## src/rtl/rect_draw_engine.sv

```systemverilog
// Rectangle rasteriser: latches a draw command and walks its pixels row-major,
// in filled or outline-only mode, honouring sink back-pressure.
module rect_draw_engine #(
  parameter int XW = 8,
  parameter int YW = 7,
  parameter int CW = 3
) (
  input  logic          clk,
  input  logic          reset,
  input  logic          start,
  input  logic [XW-1:0] x0,
  input  logic [YW-1:0] y0,
  input  logic [XW-1:0] rect_w,
  input  logic [YW-1:0] rect_h,
  input  logic [CW-1:0] colour_in,
  input  logic          outline,
  input  logic          pix_ready,
  output logic          plot,
  output logic [XW-1:0] x_out,
  output logic [YW-1:0] y_out,
  output logic [CW-1:0] colour_out,
  output logic          busy,
  output logic          done
);

  typedef enum logic [1:0] {IDLE, DRAW, FIN} state_t;

  localparam logic [XW-1:0] ONE_X = XW'(1);
  localparam logic [YW-1:0] ONE_Y = YW'(1);

  state_t        state, state_nxt;
  logic [XW-1:0] x0_r, w_r, col, col_nxt, w_m1;
  logic [YW-1:0] y0_r, h_r, row, row_nxt, h_m1;
  logic [CW-1:0] colour_r;
  logic          outline_r;
  logic          last_col, last_row, interior_row;

  always_ff @(posedge clk) begin
    if (reset) begin
      state     <= IDLE;
      col       <= '0;
      row       <= '0;
      x0_r      <= '0;
      y0_r      <= '0;
      w_r       <= '0;
      h_r       <= '0;
      colour_r  <= '0;
      outline_r <= 1'b0;
    end else begin
      state <= state_nxt;
      col   <= col_nxt;
      row   <= row_nxt;
      if (state == IDLE && start) begin
        x0_r      <= x0;
        y0_r      <= y0;
        w_r       <= rect_w;
        h_r       <= rect_h;
        colour_r  <= colour_in;
        outline_r <= outline;
      end
    end
  end

  // Only evaluated in DRAW, where the latched size is known to be non-zero.
  assign w_m1         = w_r - ONE_X;
  assign h_m1         = h_r - ONE_Y;
  assign last_col     = (col == w_m1);
  assign last_row     = (row == h_m1);
  assign interior_row = outline_r && (row != '0) && !last_row;

  always_comb begin
    state_nxt = state;
    col_nxt   = col;
    row_nxt   = row;
    plot      = 1'b0;
    busy      = 1'b0;
    done      = 1'b0;
    case (state)
      IDLE: begin
        if (start) begin
          col_nxt   = '0;
          row_nxt   = '0;
          state_nxt = (rect_w != '0 && rect_h != '0) ? DRAW : FIN;
        end
      end
      DRAW: begin
        plot = 1'b1;
        busy = 1'b1;
        if (pix_ready) begin
          // Interior outline rows visit only the left and right edge columns.
          if (interior_row) begin
            if (col == '0 && !last_col) begin
              col_nxt = w_m1;
            end else begin
              col_nxt = '0;
              row_nxt = row + ONE_Y;
            end
          end else if (!last_col) begin
            col_nxt = col + ONE_X;
          end else if (last_row) begin
            state_nxt = FIN;
          end else begin
            col_nxt = '0;
            row_nxt = row + ONE_Y;
          end
        end
      end
      FIN: begin
        done      = 1'b1;
        state_nxt = IDLE;
      end
      default: state_nxt = IDLE;
    endcase
  end

  assign x_out      = plot ? (x0_r + col) : '0;
  assign y_out      = plot ? (y0_r + row) : '0;
  assign colour_out = plot ? colour_r : '0;

endmodule

```

## config.mk

```make
export PLATFORM = sky130hd
export DESIGN_NAME = rect_draw_engine
export DESIGN_NICKNAME = d
export VERILOG_FILES = /design/src/rtl/rect_draw_engine.sv
export SDC_FILE = /design/constraint.sdc
export NUM_CORES = 1
export LEC_CHECK = 0
export ABC_AREA = 1
export BUFFER_PORTS_ARGS = -buffer_cell sky130_fd_sc_hd__clkbuf_2
export CAP_MARGIN = 5
export CORE_ASPECT_RATIO = 1.1
export CORE_MARGIN = 5
export CORE_UTILIZATION = 45
export DETAILED_ROUTE_END_ITERATION = 16
export GPL_ROUTABILITY_DRIVEN = 0
export PLACE_DENSITY_LB_ADDON = 0.15
export SLEW_MARGIN = 10
export SYNTH_ARGS = -nofsm -noshare
export SYNTH_HDL_FRONTEND = slang
export SYNTH_SLANG_ARGS = --single-unit
```

## constraint.sdc

```tcl
create_clock -name clk -period 3.6 [get_ports clk]
set_clock_uncertainty 0.2 [all_clocks]
set_input_delay 0.36 -clock clk [delete_from_list [all_inputs] [get_ports clk]]
set_output_delay 0.36 -clock clk [all_outputs]
set_load 0.02 [all_outputs]
```

=== Yosys cells after proc, flatten, opt, wreduce, memory -nomap -nowiden ===
Index checks and enable logic that the tools add are counted.

* Flip-flop bits (word level): 51
* Output and inout bits: 21

* $add $sub $neg: 6
* Eq/ne operators: 13
* Multiplexer cells: 26
* Reduce and logical (&&, ||, !) cells: 16

{| class="wikitable"
|+ Operators with widths
! operator !! number
|-
| 2-to-1 mux 8 bit || 7
|-
| 2-to-1 mux 7 bit || 7
|-
| case mux 8 bit (2 select lines) || 1
|-
| case mux 7 bit (2 select lines) || 1
|-
| nonzero test 7 bit || 2
|-
| 2-to-1 mux 2 bit || 6
|-
| != test 2 bit, second input constant || 5
|-
| != test 3 bit, second input constant || 3
|-
| adder 8 x 1 -> 8 bit, second input constant || 1
|-
| adder 8 bit || 1
|-
| equality test 8 bit || 1
|-
| logical NOT 8 bit || 1
|-
| nonzero test 8 bit || 1
|-
| subtractor 8 x 1 -> 8 bit, second input constant || 1
|-
| adder 7 x 1 -> 7 bit, second input constant || 1
|-
| adder 7 bit || 1
|-
| equality test 7 bit || 1
|-
| subtractor 7 x 1 -> 7 bit, second input constant || 1
|-
| AND reduction 6 bit || 1
|-
| logical AND 1 bit || 5
|-
| AND reduction 5 bit || 1
|-
| != test 4 bit, second input constant || 1
|-
| case mux 2 bit (2 select lines) || 1
|-
| AND reduction 4 bit || 1
|-
| other kinds (7) || 9
|}

=== Depth between registers and ports, before layout ===
Gate-level depths: netlist (run 1).

* Word-level depth: 8
* Depth in mapped cells: 19

=== Worst setup path before layout (run 1) ===
Ideal clock, no wire load.

* Path kind: reg2out
* Start point: register row[0]
* End point: output y_out[6]
* Data arrival time: 1846 ps
* Required time: 3040 ps
* Setup slack: 1194 ps
* Stages on the path, launching flop included: 12
* Path buffers: 0
* Cell sequence: dfxtp_1 -> ha_1 -> fa_1 -> a21oi_1 -> nor2_1 -> nor2_1 -> nor2_1 -> nor2_1 -> inv_1 -> a21oi_1 -> xor2_1 -> nor2_1

* Word-level cells in the longest chain between the ends: 2

{| class="wikitable"
|+ RTL lines
! item !! line !! RTL
|-
| start: declaration || 33 || <nowiki>logic [YW-1:0] y0_r, h_r, row, row_nxt, h_m1;</nowiki>
|-
| start signal: assignment || 52 || <nowiki>row <= row_nxt;</nowiki>
|-
| adder 7 bit || 117 || <nowiki>assign y_out = plot ? (y0_r + row) : '0;</nowiki>
|-
| 2-to-1 mux 7 bit || 117 ||
|-
| end: declaration || 20 || <nowiki>output logic [YW-1:0] y_out,</nowiki>
|}

Every way passes these cells.

=== Final worst setup path (run 1) ===
Ends and elaborated chain as after synthesis.

==> results.py, run 1 <==
metrics = {
    "status": {
        "outcome": "completed",
    },
    "final_layout": {
        "drive_gt1_frac": 0.1560,
        "area_delta_synth_final_pct": 12.77,
        "final_cell_area_mm2": 0.003979,
        "final-seq-area_mm2": 0.001021,
        "diodes": 0,
        "fin_nets": 667,
        "utilization": 0.5266,
        "nFillCells": 802,
        "multi_input_area_mm2": 0.002160,
    },
    "route": {
        "ant_nets": 0,
        "first_iter_violations": 87,
        "num_vias": 3548,
        "drc": 0,
        "drt-total-wl_um": 8402,
        "vias_per_cell": 4.969,
        "drtPass1Iterations": 4,
        "wire_per_inst_um": 11.77,
    },
    "clock_tree": {
        "hold_buffers": 0,
        "htree_levels": 2,
        "tritoncts": "built",
        "insertion_delay_ns": 0.31,
        "clk_pin_slew_ns": 0.11,
        "clock_path_buffers": 2,
        "cts_sinks": 51,
        "root_buffer": "clkbuf_8",
        "ctsResizeCount": 0,
        "post_cts_buffers": 0,
        "cts_buffers": 5,
    },
    "logic_synthesis": {
        "async_flop_share": 0,
        "yosysTopAreaCellShare": 0.2894,
        "ys.flop_type": "dfxtp_1",
        "yosysTopAreaCell": "dfxtp_1",
        "postSynthCellCount": 558,
        "synth_edf_count": 0,
        "ys_top_cells_by_area": "dfxtp_1 29%, nand2_1 13%, nor2_1 9.1%",
        "ys_warn_count": 0,
        "ys_types": 34,
        "seq_area_frac_synth": 0.2894,
        "avgSynthCellArea_um2": 6.323,
        "syn_area_mm2": 0.003528,
        "synth-seq-cells": 51,
        "synthMostInstantiatedCell": "nand2_1",
        "synth_common_cells": "121 x nand2_1, 86 x nor2_1, 64 x inv_1",
        "syn-num-nets": 617,
    },
    "min_path": {
        "hold_class": "in -> reg",
        "holdCritStartpoint": "x0[3]",
        "min_to": "x0_r[3]",
        "hold_depth": 3,
    },
    "sta": {
        "fin_tns_setup_ns": 0,
        "slew_headroom": 0.5414,
        "hold_viol": 0,
        "rsz0062_at_grt": "no",
        "max_slew.worst_pin.slew_ns": 0.6872,
        "setup_viol_count_final": 0,
        "min_period_over_period": 0.8014,
        "fin_crit_ns": 2.885,
        "max_freq_ghz": 0.3466,
        "slew_viol_final": 0,
        "fin_ws_ns": 0.7150,
    },
    "pwr": {
        "pwr-share-comb": 0.376,
        "p_int_uw": 994.8,
        "power_density_mw_per_mm2": 417.8,
        "power_mw": 1.662,
        "p_leak_nw": 1.995,
        "ir_drop_v": 0.0001981,
        "p_sw_uw": 667.7,
        "p_clk_frac": 0.205,
        "seqPwrFrac": 0.419,
        "p_sw_frac": 0.4016,
    },
    "worst_setup_path": {
        "crit_type": "reg -> out",
        "critical_path_arrival_ns": 2.32,
        "end_kind": "output port",
        "r2r-start": "w_r[0]",
        "reg2regPathDepth": 14,
        "critPathMaxFanout": 6,
        "cp-start-kind": "register",
        "crit_path_start": "row[0]",
        "regToRegEndpoint": "col[5]",
        "crit_required_ns": 3.04,
        "r2r_setup_slack_ns": 1.14,
    },
    "global_route": {
        "grt_first_pass_wirelength_um": 14190,
        "antenna_found_initial": 0,
        "grt_overflow": 0,
        "grt_pass1_vias": 3340,
        "track_usage": 0.1790,
        "grt_max_degree": 34,
    },
    "die": {
        "chipWidth_um": 94.43,
        "floorplan.initialDensity": 0.4670,
        "io_pins": 59,
        "core_area_mm2": 0.007556,
        "die_area_mm2": 0.009714,
        "rows": 33,
        "die_h_um": 102.9,
    },
    "placed_design": {
        "placedInstanceArea_mm2": 0.003887,
        "place_ws_ns": 1.055,
        "dpl.hpwl_um": 6718,
        "placement.io_buffers": 58,
    },
    "run": {
        "cap_violations": 0,
    },
}
metal layers:
metal  track usage  part of all wire
met3       0.02336             0.019
met1        0.2053              0.44
met5             0                 0
met2        0.3477              0.53
met4       0.04556            0.0086
cells in the final DEF (no fill, tap or decap), drive strengths merged, types with 6 or more instances in the layout:
| master | n |
|---|---|
| inv | 68 |
| nand3 | 45 |
| nor2 | 94 |
| o21ai | 47 |
| dfxtp | 51 |
| nor3 | 6 |
| nand4 | 7 |
| ha | 19 |
| nand2 | 128 |
| a21oi | 48 |
| clkbuf | 63 |
cells by family after synthesis:
family | count (synthesis) | share of synthesized area
buffers and inverters | 87 | 0.09858
adder cells (fa/ha/maj) | 21 | 0.07872
AND/OR/NAND/NOR | 287 | 0.3596
AO/OA/AOI/OAI | 105 | 0.1564
flip-flops | 51 | 0.2894
XOR/XNOR | 7 | 0.01738
worst max path at each step:
stage / endpoint / slack (ns) / depth (start not counted)
after floorplan: y_out[6] / 1.19 / 11
after CTS: y_out[6] / 0.69 / 12
after global routing: y_out[6] / 0.49 / 12
after global placement: y_out[6] / 1.08 / 12
after detailed placement: y_out[6] / 1.05 / 12
final: y_out[6] / 0.72 / 12
layout make-up:
type,instances,share of cell area
Tap cell,105,0.03302
Inverter,68,0.06415
Sequential cell,51,0.2566
Timing Repair Buffer,62,0.08050
Clock inverter,3,0.005660
Clock buffer,5,0.01730
Multi-Input combinational cell,420,0.5428
state kept, by name, indices dropped and copies added, names as in the netlist:
signal and cells:
col 8, x0_r 8, y0_r 7, state 2, h_r 7, colour_r 3, row 7, outline_r 1
w_r 8
through the flow:
stage	std cells	hold WS [ns]
floorplan	558	0.2300
global placement	706	0.2374
detailed placement	706	0.2465
CTS	714	0.08481
global route	714	0.09776
finish	714	0.09039
worst max-delay path, cell delays in order, from the launching register on:
cell      delay, ns
dfxtp_1        0.37
ha_1           0.23
fa_1           0.41
a21oi_1        0.15
nor2_1         0.06
nor2_1         0.08
nor2_1         0.06
nor2_1         0.08
inv_1          0.04
a21oi_1        0.14
xor2_1         0.16
nor2_1         0.05
clkbuf_2       0.17
power groups by stage:
| stage | clock, mW | sequential (mW) | combinational (mW) |
|---|---|---|---|
| after floorplan | 0 | 0.685 | 0.506 |
| after global placement | 0 | 0.708 | 0.619 |
| after detailed placement | 0 | 0.710 | 0.629 |
| after CTS | 0.353 | 0.697 | 0.632 |
| after global routing | 0.373 | 0.707 | 0.722 |
| final | 0.341 | 0.696 | 0.626 |
No activity file was read; power rests on OpenSTA's default activity.
==> inputs of run 2 (changes only) <==
clock period = 2.7 ns   (was 3.6 ns; I/O delays follow)
==> results.py, run 2 (synthesized netlist as in run 1, its figures left out) <==
metrics = {
    "sta": {
        "rsz0062_at_grt": "yes",
        "max_freq_ghz": 0.3827,
        "fin_crit_ns": 2.613,
        "slew_headroom": 0.6248,
        "holdWs_ns": 0.01136,
        "slew_viol_final": 0,
        "max_slew.worst_pin.slew_ns": 0.5593,
        "hold_viol": 0,
        "setup_viol_count_final": 0,
        "min_period_over_period": 0.9678,
    },
    "global_route": {
        "track_usage": 0.1824,
        "use_met1": 0.2246,
        "top_usage_layer": "met2",
        "grt_max_degree": 29,
        "grtUsageMet3": 0.02482,
        "grt_first_pass_wirelength_um": 14580,
        "use_met2": 0.3368,
        "grt_pass1_vias": 3367,
        "antenna_found_initial": 0,
        "grt_overflow": 0,
    },
    "worst_setup_path": {
        "reg2regPathDepth": 17,
        "end_kind": "output port",
        "crit_required_ns": 2.23,
        "cp-start-kind": "register",
        "crit_type": "reg -> out",
        "regToRegEndpoint": "row[2]",
        "r2r_setup_slack_ns": 0.33,
        "critPathMaxFanout": 2,
        "critical_path_arrival_ns": 2.14,
        "r2r-start": "w_r[0]",
    },
    "clock_tree": {
        "clock_path_buffers": 2,
        "cts_sinks": 51,
        "insertion_delay_ns": 0.30,
        "htree_levels": 2,
        "hold_buffers": 0,
        "root_buffer": "clkbuf_8",
        "cts_buffers": 5,
        "clk_pin_slew_ns": 0.10,
        "tritoncts": "built",
    },
    "placed_design": {
        "placement.io_buffers": 58,
        "dp_cells": 708,
        "placedInstanceArea_mm2": 0.003902,
        "dpl.hpwl_um": 6810,
    },
    "final_layout": {
        "diodes": 0,
        "nFillCells": 815,
        "multi_input_area_mm2": 0.002211,
        "final_cells": 722,
        "layout_commonest_cell": "nand2_1",
        "fin_nets": 675,
        "final_cell_area_mm2": 0.004128,
        "drive_gt1_frac": 0.1896,
        "final-seq-area_mm2": 0.001035,
        "final_cell_mix": "121 x nand2_1, 86 x nor2_1, 64 x inv_1",
        "reg_top3": "col (8), w_r (8), x0_r (8)",
        "area_delta_synth_final_pct": 16.99,
    },
    "route": {
        "vias_per_cell": 4.981,
        "drtPass1Iterations": 5,
        "ant_nets": 0,
        "num_vias": 3596,
        "drc": 0,
        "wire_per_inst_um": 11.97,
        "drt-total-wl_um": 8641,
        "first_iter_violations": 108,
    },
    "pwr": {
        "p_leak_nw": 2.045,
        "p_int_mw": 1.439,
        "power_density_mw_per_mm2": 566.0,
        "p_sw_frac": 0.3839,
        "seqPwrFrac": 0.397,
        "pwr-share-comb": 0.374,
        "p_sw_uw": 896.8,
        "p_clk_frac": 0.229,
        "ir_drop_v": 0.0002854,
    },
    "die": {
        "die_area_mm2": 0.009714,
        "chipWidth_um": 94.43,
        "floorplan.initialDensity": 0.4670,
        "io_pins": 59,
        "die_h_um": 102.9,
        "core_area_mm2": 0.007556,
        "rows": 33,
    },
    "status": {
        "outcome": "completed",
    },
    "min_path": {
        "min_to": "y0_r[1]",
        "hold_class": "in -> reg",
        "holdCritStartpoint": "y0[1]",
        "hold_depth": 3,
    },
    "run": {
        "cap_violations": 0,
    },
}
run 2: cell types whose count changed in the layout (fill, tap and decap cells not counted), moves of 2 or more:
cell	delta
dfxtp_4	+2
fa_1	-2
ha_1	-2
fa_2	+2
a21oi_1	-2
ha_4	+2
dfxtp_1	-7
dfxtp_2	+5
a21oi_2	+2
buf_4	+9
run 2: stage by stage:
stage                 util  TNS (ns)  setup slack, ns  total power [mW]
finish              0.5463         0          0.08695             2.336
global route        0.5463   -0.1752          -0.1136             2.538
CTS                 0.5370  -0.01487         -0.01487             2.352
detailed placement  0.5165         0           0.1941             1.796
global placement    0.5165         0           0.2133             1.779
floorplan                -         0           0.3839             1.588
run 2: power groups by stage:
stage	clock network (mW)	registers, mW	logic [mW]
after global routing	0.591	0.944	1.00
after floorplan	0	0.913	0.675
after global placement	0	0.943	0.836
final	0.535	0.929	0.873
after CTS	0.553	0.927	0.871
after detailed placement	0	0.945	0.851
run 2: timing repair:
action | in CTS | in global routing
hold endpoints to repair | 0 | 0
pin swaps | 1 | 3
setup endpoints to repair | 2 | 8
buffers inserted | 1 | 5
resized for setup | 9 | 12
run 2: how the worst max path moves through the flow:
| stage | start | end |
|---|---|---|
| after floorplan | row[0] | y_out[6] |
| after global placement | row[0] | y_out[6] |
| after detailed placement | row[0] | y_out[6] |
| after CTS | row[0] | y_out[6] |
| after global routing | row[0] | y_out[6] |
| final | row[0] | y_out[6] |
run 2: cell type report:
type	instances	share of cell area
Clock inverter	3	0.01061
Timing Repair Buffer	70	0.09276
Tap cell	105	0.03183
Sequential cell	51	0.2507
Clock buffer	5	0.01667
Multi-Input combinational cell	420	0.5356
Inverter	68	0.06184
run 2: worst max-delay path, stage by stage, from the launching register on:
cell,delay (ns)
dfxtp_4,0.36
ha_4,0.16
fa_2,0.35
a21oi_2,0.12
nor2_1,0.06
nor2_1,0.08
nor2_1,0.06
nor2_1,0.08
inv_1,0.05
a21oi_2,0.12
xor2_1,0.16
nor2_1,0.06
buf_4,0.18
run 2: per-layer routing:
| metal | vias to the layer above | wire [um] |
|---|---|---|
| li1 | 1924 | - |
| met2 | 38 | 4489 |
| met5 | - | 0 |
| met4 | 0 | 71 |
| met3 | 7 | 195 |
| met1 | 1627 | 3885 |
==> inputs of run 3 (changes only) <==
ABC_AREA = 0   (was 1)
CAP_MARGIN = 40   (was 5)
==> results.py, run 3 <==
metrics = {
    "clock_tree": {
        "clk_pin_slew_ns": 0.10,
        "tritoncts": "built",
        "cts_buffers": 5,
        "insertion_delay_ns": 0.30,
        "clock_path_buffers": 2,
        "htree_levels": 2,
        "root_buffer": "clkbuf_8",
        "cts_sinks": 51,
    },
    "min_path": {
        "holdCritStartpoint": "rect_w[3]",
        "hold_class": "in -> reg",
    },
    "logic_synthesis": {
        "synth-seq-cells": 51,
        "syn_area_mm2": 0.003278,
        "ys_types": 51,
        "avgSynthCellArea_um2": 7.899,
        "yosysTopAreaCellShare": 0.3115,
        "ys_warn_count": 0,
        "ys.flop_type": "dfxtp_1",
        "synthMostInstantiatedCell": "nand2_1",
        "seq_area_frac_synth": 0.3115,
        "postSynthCellCount": 415,
        "syn-num-nets": 474,
        "yosysTopAreaCell": "dfxtp_1",
        "ys_top_cells_by_area": "dfxtp_1 31%, nand2_1 9.8%, a21oi_1 7.5%",
        "synth_edf_count": 0,
        "async_flop_share": 0,
        "synth_common_cells": "86 x nand2_1, 51 x dfxtp_1, 49 x a21oi_1",
    },
    "worst_setup_path": {
        "critPathMaxFanout": 4,
        "crit_required_ns": 2.23,
        "critPathBufInv": 2,
        "crit_type": "reg -> out",
        "crit_path_start": "row[0]",
        "r2r-start": "w_r[1]",
        "critical_path_arrival_ns": 2.19,
        "crit_family": "compound AO/OA/AOI/OAI gates",
        "cp-start-kind": "register",
        "crit_top_cell": "a21oi_2",
        "slowest_delay_ns": 0.34,
        "end_kind": "output port",
        "worstPathCellList": "buf_6 -> ha_4 -> fa_2 -> a21o_1 -> a21oi_2 -> o21bai_1 -> a21oi_2 -> xnor2_1 -> nor2_1 -> buf_4",
        "crit_slowest_cell": "dfxtp_2",
    },
    "sta": {
        "fin_crit_ns": 2.657,
        "fin_ws_ns": 0.04324,
        "setup_viol_count_final": 0,
        "slew_viol_final": 0,
        "rsz0062_at_grt": "yes",
        "max_freq_ghz": 0.3764,
        "hold_viol": 0,
        "slew_headroom": 0.5271,
        "min_period_over_period": 0.9840,
        "holdWs_ns": 0.001963,
        "max_slew.worst_pin.slew_ns": 0.7093,
    },
    "final_layout": {
        "final_cell_area_mm2": 0.004494,
        "drive_gt1_frac": 0.2739,
        "reg_top3": "col (8), w_r (8), x0_r (8)",
        "final_cell_mix": "86 x nand2_1, 54 x clkbuf_2, 45 x a21oi_1",
        "fin_nets": 591,
        "utilization": 0.6378,
        "area_delta_synth_final_pct": 37.10,
        "layout_commonest_cell": "nand2_1",
        "diodes": 0,
    },
    "route": {
        "wire_per_inst_um": 14.08,
        "drc": 0,
        "vias_per_cell": 5.254,
        "drt-total-wl_um": 8700,
        "first_iter_violations": 174,
        "ant_nets": 0,
        "drtPass1Iterations": 4,
        "num_vias": 3247,
    },
    "pwr": {
        "p_leak_nw": 2.068,
        "power_mw": 1.756,
        "ir_drop_v": 0.0003191,
        "power_density_mw_per_mm2": 390.8,
    },
    "die": {
        "die_area_mm2": 0.009094,
        "chipWidth_um": 91.38,
        "core_area_mm2": 0.007047,
        "rows": 32,
        "io_pins": 59,
        "floorplan.initialDensity": 0.4652,
        "die_h_um": 99.52,
    },
    "global_route": {
        "grt_overflow": 0,
        "grt_pass1_vias": 3127,
        "grt_first_pass_wirelength_um": 14360,
        "track_usage": 0.1867,
        "antenna_found_initial": 0,
        "grt_max_degree": 44,
    },
    "placed_design": {
        "place_ws_ns": -0.08524,
        "placement.io_buffers": 58,
        "dpl.hpwl_um": 5997,
        "placedInstanceArea_mm2": 0.003816,
    },
    "run": {
        "cap_violations": 0,
    },
    "status": {
        "outcome": "completed",
    },
}
[run 3: changes by cell type in the layout (fill, tap and decap cells not counted), moves of 5 or more]
cell / previous run / this run
nand3_1: 41 / 7
o21ai_0: 44 / 2
xor2_1: 5 / 13
xnor2_1: 2 / 18
buf_4: 13 / 41
inv_1: 64 / 12
nor2_1: 86 / 25
nor2_2: 7 / 1
nand2_1: 121 / 86
a21o_1: 0 / 11
nor2b_1: 0 / 5
dlygate4sd3_1: 0 / 29
nand2b_1: 0 / 5
and2_1: 0 / 12
[run 3: timing repair]
item	CTS	global route
setup endpoints to repair	12	18
gates resized for setup	21	31
setup buffers	4	8
hold buffers	29	0
endpoints found under the hold margin	29	0
pin swaps	12	24
[run 3: routing by layer]
metal | global-route usage | vias to the layer above | part of all wire
li1 | - | 1673 | -
met1 | 0.2421 | 1496 | 0.46
met2 | 0.3234 | 73 | 0.48
met3 | 0.03707 | 5 | 0.049
met4 | 0.03386 | 0 | 0.0063
met5 | 0 | - | 0
[run 3: cell families (layout without fill, tap and decap cells)]
family,Yosys count,after routing,share of synthesized area
flip-flops,51,51,0.3115
multiplexers,2,2,0.006107
XOR/XNOR,33,33,0.09237
buffers and inverters,33,151,0.04122
AND/OR/NAND/NOR,175,175,0.2618
AO/OA/AOI/OAI,100,100,0.2023
adder cells (fa/ha/maj),21,21,0.08473
[run 3: area by class of cell]
| class | instances | area (um^2) |
|---|---|---|
| clock inverter | 2 | 35.03 |
| fill | 601 | 2552 |
| multi-input combinational | 331 | 2260 |
| clock buffer | 6 | 82.58 |
| timing repair buffer | 128 | 907.1 |
| inverter | 15 | 61.31 |
| tap | 85 | 106.4 |
| sequential | 51 | 1042 |
[run 3: path summary, 6_finish.rpt]
| path | endpoint | slack, ns | cells after the start |
|---|---|---|---|
| worst max-delay path | y_out[6] | 0.04 | 10 |
| worst max register to register | col[1] | 0.07 | 11 |
| worst min register to register | colour_r[1] | 0.26 | 2 |
| worst min-delay path | w_r[3] | 0.002 | 3 |
[run 3: stage by stage]
| step | setup TNS (ns) | std cells |
|---|---|---|
| after floorplan | 0 | 415 |
| after global placement | 0 | 569 |
| after detailed placement | -0.3293 | 569 |
| after CTS | -0.0005056 | 610 |
| after global routing | -0.2620 | 618 |
| final | 0 | 618 |
[run 3: power breakdown]
part	switching [mW]	internal [mW]	total, mW
clock network	0.259	0.300	0.560
registers	0.0357	0.781	0.817
logic	0.191	0.189	0.380
[run 3: worst register-to-register path, stage by stage, from the launching register on]
cell and delay [ns]:
dfxtp_4 0.38, inv_4 0.06, ha_4 0.15, nor3b_4 0.24
mux2i_1 0.25, o22ai_1 0.13, o2111a_4 0.35, buf_4 0.15
nor4_4 0.24, buf_4 0.19, nor2b_1 0.13, a221o_1 0.11
